===== config.mk =====
export PLATFORM = sky130hd
export DESIGN_NAME = multicycle_control
export DESIGN_NICKNAME = d
export VERILOG_FILES = /design/src/rtl/multicycle_control.sv
export SDC_FILE = /design/constraint.sdc
export NUM_CORES = 1
export LEC_CHECK = 0
export ABC_AREA = 1
export ABC_CLOCK_PERIOD_IN_PS = 3200
export CAP_MARGIN = 5
export CORE_MARGIN = 2
export CORE_UTILIZATION = 40
export CTS_BUF_LIST = sky130_fd_sc_hd__clkbuf_4
export DETAILED_ROUTE_END_ITERATION = 10
export PLACE_DENSITY = 0.73
export SLEW_MARGIN = 20
export SYNTH_ARGS = -nofsm -noshare
export SYNTH_HDL_FRONTEND = slang
export SYNTH_SLANG_ARGS = --single-unit

===== constraint.sdc =====
create_clock -name clk -period 3.2 [get_ports clk]
set_input_delay 0.32 -clock clk [delete_from_list [all_inputs] [get_ports clk]]
set_output_delay 0.32 -clock clk [all_outputs]
set_load 0.005 [all_outputs]

===== src/rtl/multicycle_control.sv =====
// Multicycle MIPS-style control unit: Moore FSM sequencing fetch, decode and
// per-class execute/memory/writeback states, with memory handshake via mem_ready.
module multicycle_control (
    input  logic       clk,
    input  logic       rst_n,
    input  logic [5:0] opcode,
    input  logic       zero,
    input  logic       mem_ready,
    output logic       iord,
    output logic       irwrite,
    output logic       pcwrite,
    output logic       pcwritecond,
    output logic [1:0] pcsrc,
    output logic       memread,
    output logic       memwrite,
    output logic       memtoreg,
    output logic       regdest,
    output logic       regwrite,
    output logic       alusrca,
    output logic [1:0] alusrcb,
    output logic [1:0] aluop,
    output logic       retire,
    output logic       illegal
);

    localparam logic [5:0] OP_RTYPE = 6'b000000;
    localparam logic [5:0] OP_LW    = 6'b100011;
    localparam logic [5:0] OP_SW    = 6'b101011;
    localparam logic [5:0] OP_BEQ   = 6'b000100;
    localparam logic [5:0] OP_ADDI  = 6'b001000;
    localparam logic [5:0] OP_J     = 6'b000010;

    typedef enum logic [3:0] {
        FETCH   = 4'd0,
        DECODE  = 4'd1,
        MEMADR  = 4'd2,
        MEMRD   = 4'd3,
        MEMWB   = 4'd4,
        MEMWR   = 4'd5,
        EXEC_R  = 4'd6,
        ALUWB   = 4'd7,
        BRANCH  = 4'd8,
        ADDI_EX = 4'd9,
        ADDI_WB = 4'd10,
        JUMP    = 4'd11
    } state_t;

    state_t     state_q, state_d;
    logic [5:0] opc_q, opc_d;

    // zero only qualifies the datapath's PC write through pcwritecond.
    logic unused_zero;
    assign unused_zero = zero;

    always_ff @(posedge clk) begin
        if (!rst_n) begin
            state_q <= FETCH;
            opc_q   <= '0;
        end else begin
            state_q <= state_d;
            opc_q   <= opc_d;
        end
    end

    always_comb begin
        state_d     = state_q;
        opc_d       = opc_q;
        iord        = 1'b0;
        irwrite     = 1'b0;
        pcwrite     = 1'b0;
        pcwritecond = 1'b0;
        pcsrc       = 2'b00;
        memread     = 1'b0;
        memwrite    = 1'b0;
        memtoreg    = 1'b0;
        regdest     = 1'b0;
        regwrite    = 1'b0;
        alusrca     = 1'b0;
        alusrcb     = 2'b00;
        aluop       = 2'b00;
        retire      = 1'b0;
        illegal     = 1'b0;

        case (state_q)
            FETCH: begin
                memread = 1'b1;
                alusrcb = 2'b01;
                irwrite = mem_ready;
                pcwrite = mem_ready;
                if (mem_ready) state_d = DECODE;
            end
            DECODE: begin
                alusrcb = 2'b11;
                opc_d   = opcode;
                case (opcode)
                    OP_LW, OP_SW: state_d = MEMADR;
                    OP_RTYPE:     state_d = EXEC_R;
                    OP_BEQ:       state_d = BRANCH;
                    OP_ADDI:      state_d = ADDI_EX;
                    OP_J:         state_d = JUMP;
                    default: begin
                        state_d = FETCH;
                        illegal = 1'b1;
                    end
                endcase
            end
            MEMADR: begin
                alusrca = 1'b1;
                alusrcb = 2'b10;
                state_d = (opc_q == OP_LW) ? MEMRD : MEMWR;
            end
            MEMRD: begin
                memread = 1'b1;
                iord    = 1'b1;
                if (mem_ready) state_d = MEMWB;
            end
            MEMWB: begin
                regwrite = 1'b1;
                memtoreg = 1'b1;
                retire   = 1'b1;
                state_d  = FETCH;
            end
            MEMWR: begin
                memwrite = 1'b1;
                iord     = 1'b1;
                retire   = mem_ready;
                if (mem_ready) state_d = FETCH;
            end
            EXEC_R: begin
                alusrca = 1'b1;
                aluop   = 2'b10;
                state_d = ALUWB;
            end
            ALUWB: begin
                regwrite = 1'b1;
                regdest  = 1'b1;
                retire   = 1'b1;
                state_d  = FETCH;
            end
            BRANCH: begin
                alusrca     = 1'b1;
                aluop       = 2'b01;
                pcwritecond = 1'b1;
                pcsrc       = 2'b01;
                retire      = 1'b1;
                state_d     = FETCH;
            end
            ADDI_EX: begin
                alusrca = 1'b1;
                alusrcb = 2'b10;
                state_d = ADDI_WB;
            end
            ADDI_WB: begin
                regwrite = 1'b1;
                retire   = 1'b1;
                state_d  = FETCH;
            end
            JUMP: begin
                pcwrite = 1'b1;
                pcsrc   = 2'b10;
                retire  = 1'b1;
                state_d = FETCH;
            end
            default: state_d = FETCH;
        endcase

        // Outputs are held quiet for the whole reset window, FETCH strobes included.
        if (!rst_n) begin
            iord        = 1'b0;
            irwrite     = 1'b0;
            pcwrite     = 1'b0;
            pcwritecond = 1'b0;
            pcsrc       = 2'b00;
            memread     = 1'b0;
            memwrite    = 1'b0;
            memtoreg    = 1'b0;
            regdest     = 1'b0;
            regwrite    = 1'b0;
            alusrca     = 1'b0;
            alusrcb     = 2'b00;
            aluop       = 2'b00;
            retire      = 1'b0;
            illegal     = 1'b0;
        end
    end

endmodule


; ---- After elaboration in Yosys (flattened, before gate mapping)
; Cells that the tools add are included.
[word_totals]
reg_bits = 10
input_bits = 10
out_inout_bits = 18
word_cells = 70
[classes]
eq_ne = 20
n_mux = 37
n_reduce_logical = 11
[op_table]
columns = operator, n
row1 = $pmux 4 s7, 1
row2 = $mux 1, 23
row3 = $pmux 4 s5, 1
row4 = $eq 6x6->1 const B, 3
row5 = $eq 4x3->1 const B, 4
row6 = $eq 4x4->1 const B, 4
row7 = $mux 4, 3
row8 = $eq 4x2->1 const B, 2
row9 = $pmux 2 s2, 2
row10 = $reduce_or 2->1, 4
row11 = $eq 6x2->1 const B, 1
row12 = $eq 6x3->1 const B, 1
row13 = $eq 6x4->1 const B, 1
row14 = $logic_not 6->1, 1
row15 = $mux 2, 3
row16 = $ne 2x2->1 const B, 3
row17 = $pmux 2 s3, 1
row18 = $reduce_or 6->1, 1
row19 = $reduce_or 5->1, 1
row20 = $eq 4x1->1 const B, 1
row21 = $logic_not 4->1, 1
row22 = $pmux 1 s2, 2
row23 = $reduce_or 4->1, 1
row24 = $mux 3, 1
row25 = 2 further kinds, 2

; ---- Logic depth before layout (Yosys ltp)
[logic_depth]
depth_word = 5
mapped_depth = 9
depth_no_buf = 9

; ---- Worst setup path after synthesis
; No wires, ideal clock.
[synth_path]
path_type = input to output
startpoint = input port rst_n
endpoint = output port pcsrc[0]
t_arrival_ns = 0.945
required_time_ns = 2.880
setup_slack_ns = 1.935
path_stages = 4
path_buffers = 2
path_cell_list = inv_2 -> clkbuf_1 -> nor2_1 -> buf_4
[synth_between]
elab_chain_cells = 1
[synth_lines]
columns = item, line_no
row1 = "start, declared", 5  ; input logic rst_n,
row2 = $mux 2, 168  ; if (!rst_n) begin
row3 = "end, declared", 13  ; output logic [1:0] pcsrc,
; Every way passes these cells.

; ---- Final worst setup path
[layout_path]
startpoint = input port rst_n
endpoint = output port illegal
[layout_between]
elab_chain_cells = 1
[layout_lines]
columns = item, line_no
row1 = $mux 1, 168
row2 = "end, declared", 23  ; output logic illegal
; Every way passes these cells.

==> results.md <==
- Post-synth top area share: ~27%
- RSZ-0062 raised after global routing: no
- Req. time, crit path: approximately 2.9 ns
- Relative slew slack: 71.4%
- Post-Route Skew: 0.00904 ns
- Synth Warn #: 0
- Leakage: a little under 0.5 nW
- Comb pwr share: between 20% and 30%
- Number of global-route vias before repair: roughly 770
- Met3 wire length: ~77 µm
- Buf+Inv Stages, Crit Path: 3
- Detailed Route WL: ~2000 µm
- Cts bufs inserted: 3
- Die area: roughly 2200 µm²
- Clk pwr share: around 30%
- Part of the power in registers: between 40% and 50%
- Placed Cells: roughly 190
- I/O Buffers: 26
- Synth cell types: 14
- Diodes inserted: 0
- Crit path cell chain: clkdlybuf4s50_1 > inv_2 > nor3_1 > nand4_1 > nor2_1 > clkdlybuf4s50_1
- Crit Path Max Fanout: 18
- Final setup fails: 0
- Total track usage: 19.8%
- Wire per inst: 10.3 µm
- CTS tree: yes
- Post-synthesis sequential area ratio: a little over a quarter
- Site row count: 15
- Top sig layer: met3
- HPWL after detailed placement: about 1700 µm
- IO Pins: 28
- Drc violations: 0
- Sw Share: about 29%
- Pwr Density: ~280 nW/µm²
- Peak supply drop: approximately 0.00030 V
- CTS Root Cell: clkbuf_4
- Post-Syn Area: 748 µm²
- CP Class: input port to output pin
- Clock Latency Late Sink: 0.27 ns
- Final RePlAce weighted congestion: 0.897
- Max Cap Viol: 0
- Internal: roughly 210 µW
- Data arrival, critical path: about 2.2 ns
- Status: completed
- Post-DR vias/cell: ~4.8
- Worst-path clk slew: 0.06 ns
- Post-CTS Setup Bufs: 0
- Hold Crit Class: register to register
- Via count: 914
- Chip Width: between 40 and 50 µm
- ANT nets after route: 0
- Share of cells above drive strength 1: 2.99%
- Starting DRC count in detailed routing: 30
- Most used cell, CP: clkdlybuf4s50_1
- Yosys reg bits: 10
- Setup TNS: 0 ns
- Slowest CP cell: clkdlybuf4s50_1
- Worst Tran Pin Value: approximately 0.43 ns
- H-tree depth: 1
- Area Overhead vs Synth: 40.0%
- Final Hold Viols: 0
- Top cells by area, synth: dfxtp_1, nor2_1, nand2_1
- First-pass GRT wire length: 3110 µm
- Die height: around 47 µm
- Post-Layout Cell Count: approximately 190
- Grt ovf: 0
- CP max stage delay: 0.63 ns
- Period minus WS final: around 2.5 ns
- Synth Instances: 140
- Largest net degree at the start of global routing: 19
- Met1 Routed Length: 931 µm
- CP top delay family: buffers and inverters
- Hold-fix buffers, CTS: 0
- Post-layout net count: 178
- DR WL met2: 962 µm
- Cts repair resizes: 0
- Critical Path Start Type: input port
- Area leader, netlist: dfxtp_1
- Clock Path Buffers: 2
- Net Sw Power: 86.8 µW
- First-pass detailed-route iteration total: 4
- Initial Util: 42.9%
- Synth Net Count: 150
- CP endpoint kind: output pin
- Total clock sinks: 10
- Initial antenna violation count: 0
- Syn Area/Cell: between 5 and 6 µm²
- WHS: ~0.52 ns
- CORE AREA: between 1500 and 2000 µm²
- Max Slew Vio Count: 0
- Max frequency: 404 MHz
- Fin crit share: between 70 and 80%
## power by group through the flow
stage	Sequential (mW)	Combinational [mW]	Clock (mW)
after floorplan	0.140	0.0406	0
final	0.138	0.0703	0.0889
after CTS	0.138	0.0710	0.0911
after global placement	0.141	0.0699	0
after detailed placement	0.141	0.0708	0
after global routing	0.139	0.0797	0.0983
## cell usage in the layout, fill, tap and decap left out, drive strengths merged
| master | n |
|---|---|
| a31oi | 1 |
| nor3 | 3 |
| nand3 | 11 |
| nor2 | 39 |
| clkbuf | 3 |
| a21oi | 12 |
| dfxtp | 10 |
| clkinv | 1 |
| clkdlybuf4s50 | 26 |
| inv | 24 |
| o21ai | 8 |
| nand4 | 2 |
| nand2 | 27 |
## state kept, by name (all words and copies together) (netlist names)
signal,flops
opc_q,6
state_q,4
## final cells by class
| class | instances | area, µm² |
|---|---|---|
| fillers | 172 | 698 |
| well taps | 25 | 31.3 |
| clock inverters | 1 | 3.75 |
| clock buffers | 3 | 22.5 |
| inverters | 24 | 90.1 |
| multi-input cells | 103 | 439 |
| repair buffers | 26 | 260 |
| flip-flops and latches | 10 | 200 |
## synthesized netlist by cell type
master    count
nand4_1       2
nor2_1       38
inv_2         1
nor3_1        3
buf_4         2
clkbuf_1      1
o21ai_0       8
nor2_2        1
nand3_1      11
a21oi_1      12
dfxtp_1      10
a31oi_1       1
inv_1        23
nand2_1      27
## per-layer routing
metal  track usage [%]  up-vias
met2              32.7       12
met1              25.1      413
li1                  -      489
met5                 0        -
met4              1.67        0
met3              8.08        0
## final timing paths
| path | depth (start not counted) | slack (ns) | end | start |
|---|---|---|---|---|
| max | 6 | 0.72 | illegal | rst_n |
| min | 2 | 0.52 | opc_q[0]$_SDFFE_PN0P_ | opc_q[0]$_SDFFE_PN0P_ |
| max reg2reg | 6 | 1.87 | opc_q[2]$_SDFFE_PN0P_ | state_q[2]$_SDFFE_PN0P_ |
| min reg2reg | 2 | 0.52 | opc_q[0]$_SDFFE_PN0P_ | opc_q[0]$_SDFFE_PN0P_ |
## tightest hold or removal path: cells and delay by family (launching register included)
family | cells | cell delay, ns
AND/OR/NAND/NOR | 1 | 0.08
flip-flops | 1 | 0.32
AO/OA/AOI/OAI | 1 | 0.08
## through the flow
stage / util [%] / instance area [µm²] / setup slack, ns / power, mW
after floorplan: - / 748 / 1.94 / 0.181
after global placement: 58.5 / 1020 / 0.719 / 0.211
after detailed placement: 58.5 / 1020 / 0.674 / 0.212
after CTS: 60.0 / 1050 / 0.693 / 0.300
after global routing: 60.0 / 1050 / 0.622 / 0.317
final: 60.0 / 1050 / 0.725 / 0.298
## kinds of logic after synthesis
logic type / count (synthesis) / synth area share, %
buffers and inverters: 27 / 14.5
DFF: 10 / 26.8
and+or+nand+nor: 82 / 44.5
AOI/OAI and AO/OA: 21 / 14.2
Note: power is estimated with default switching activity, not from simulation.
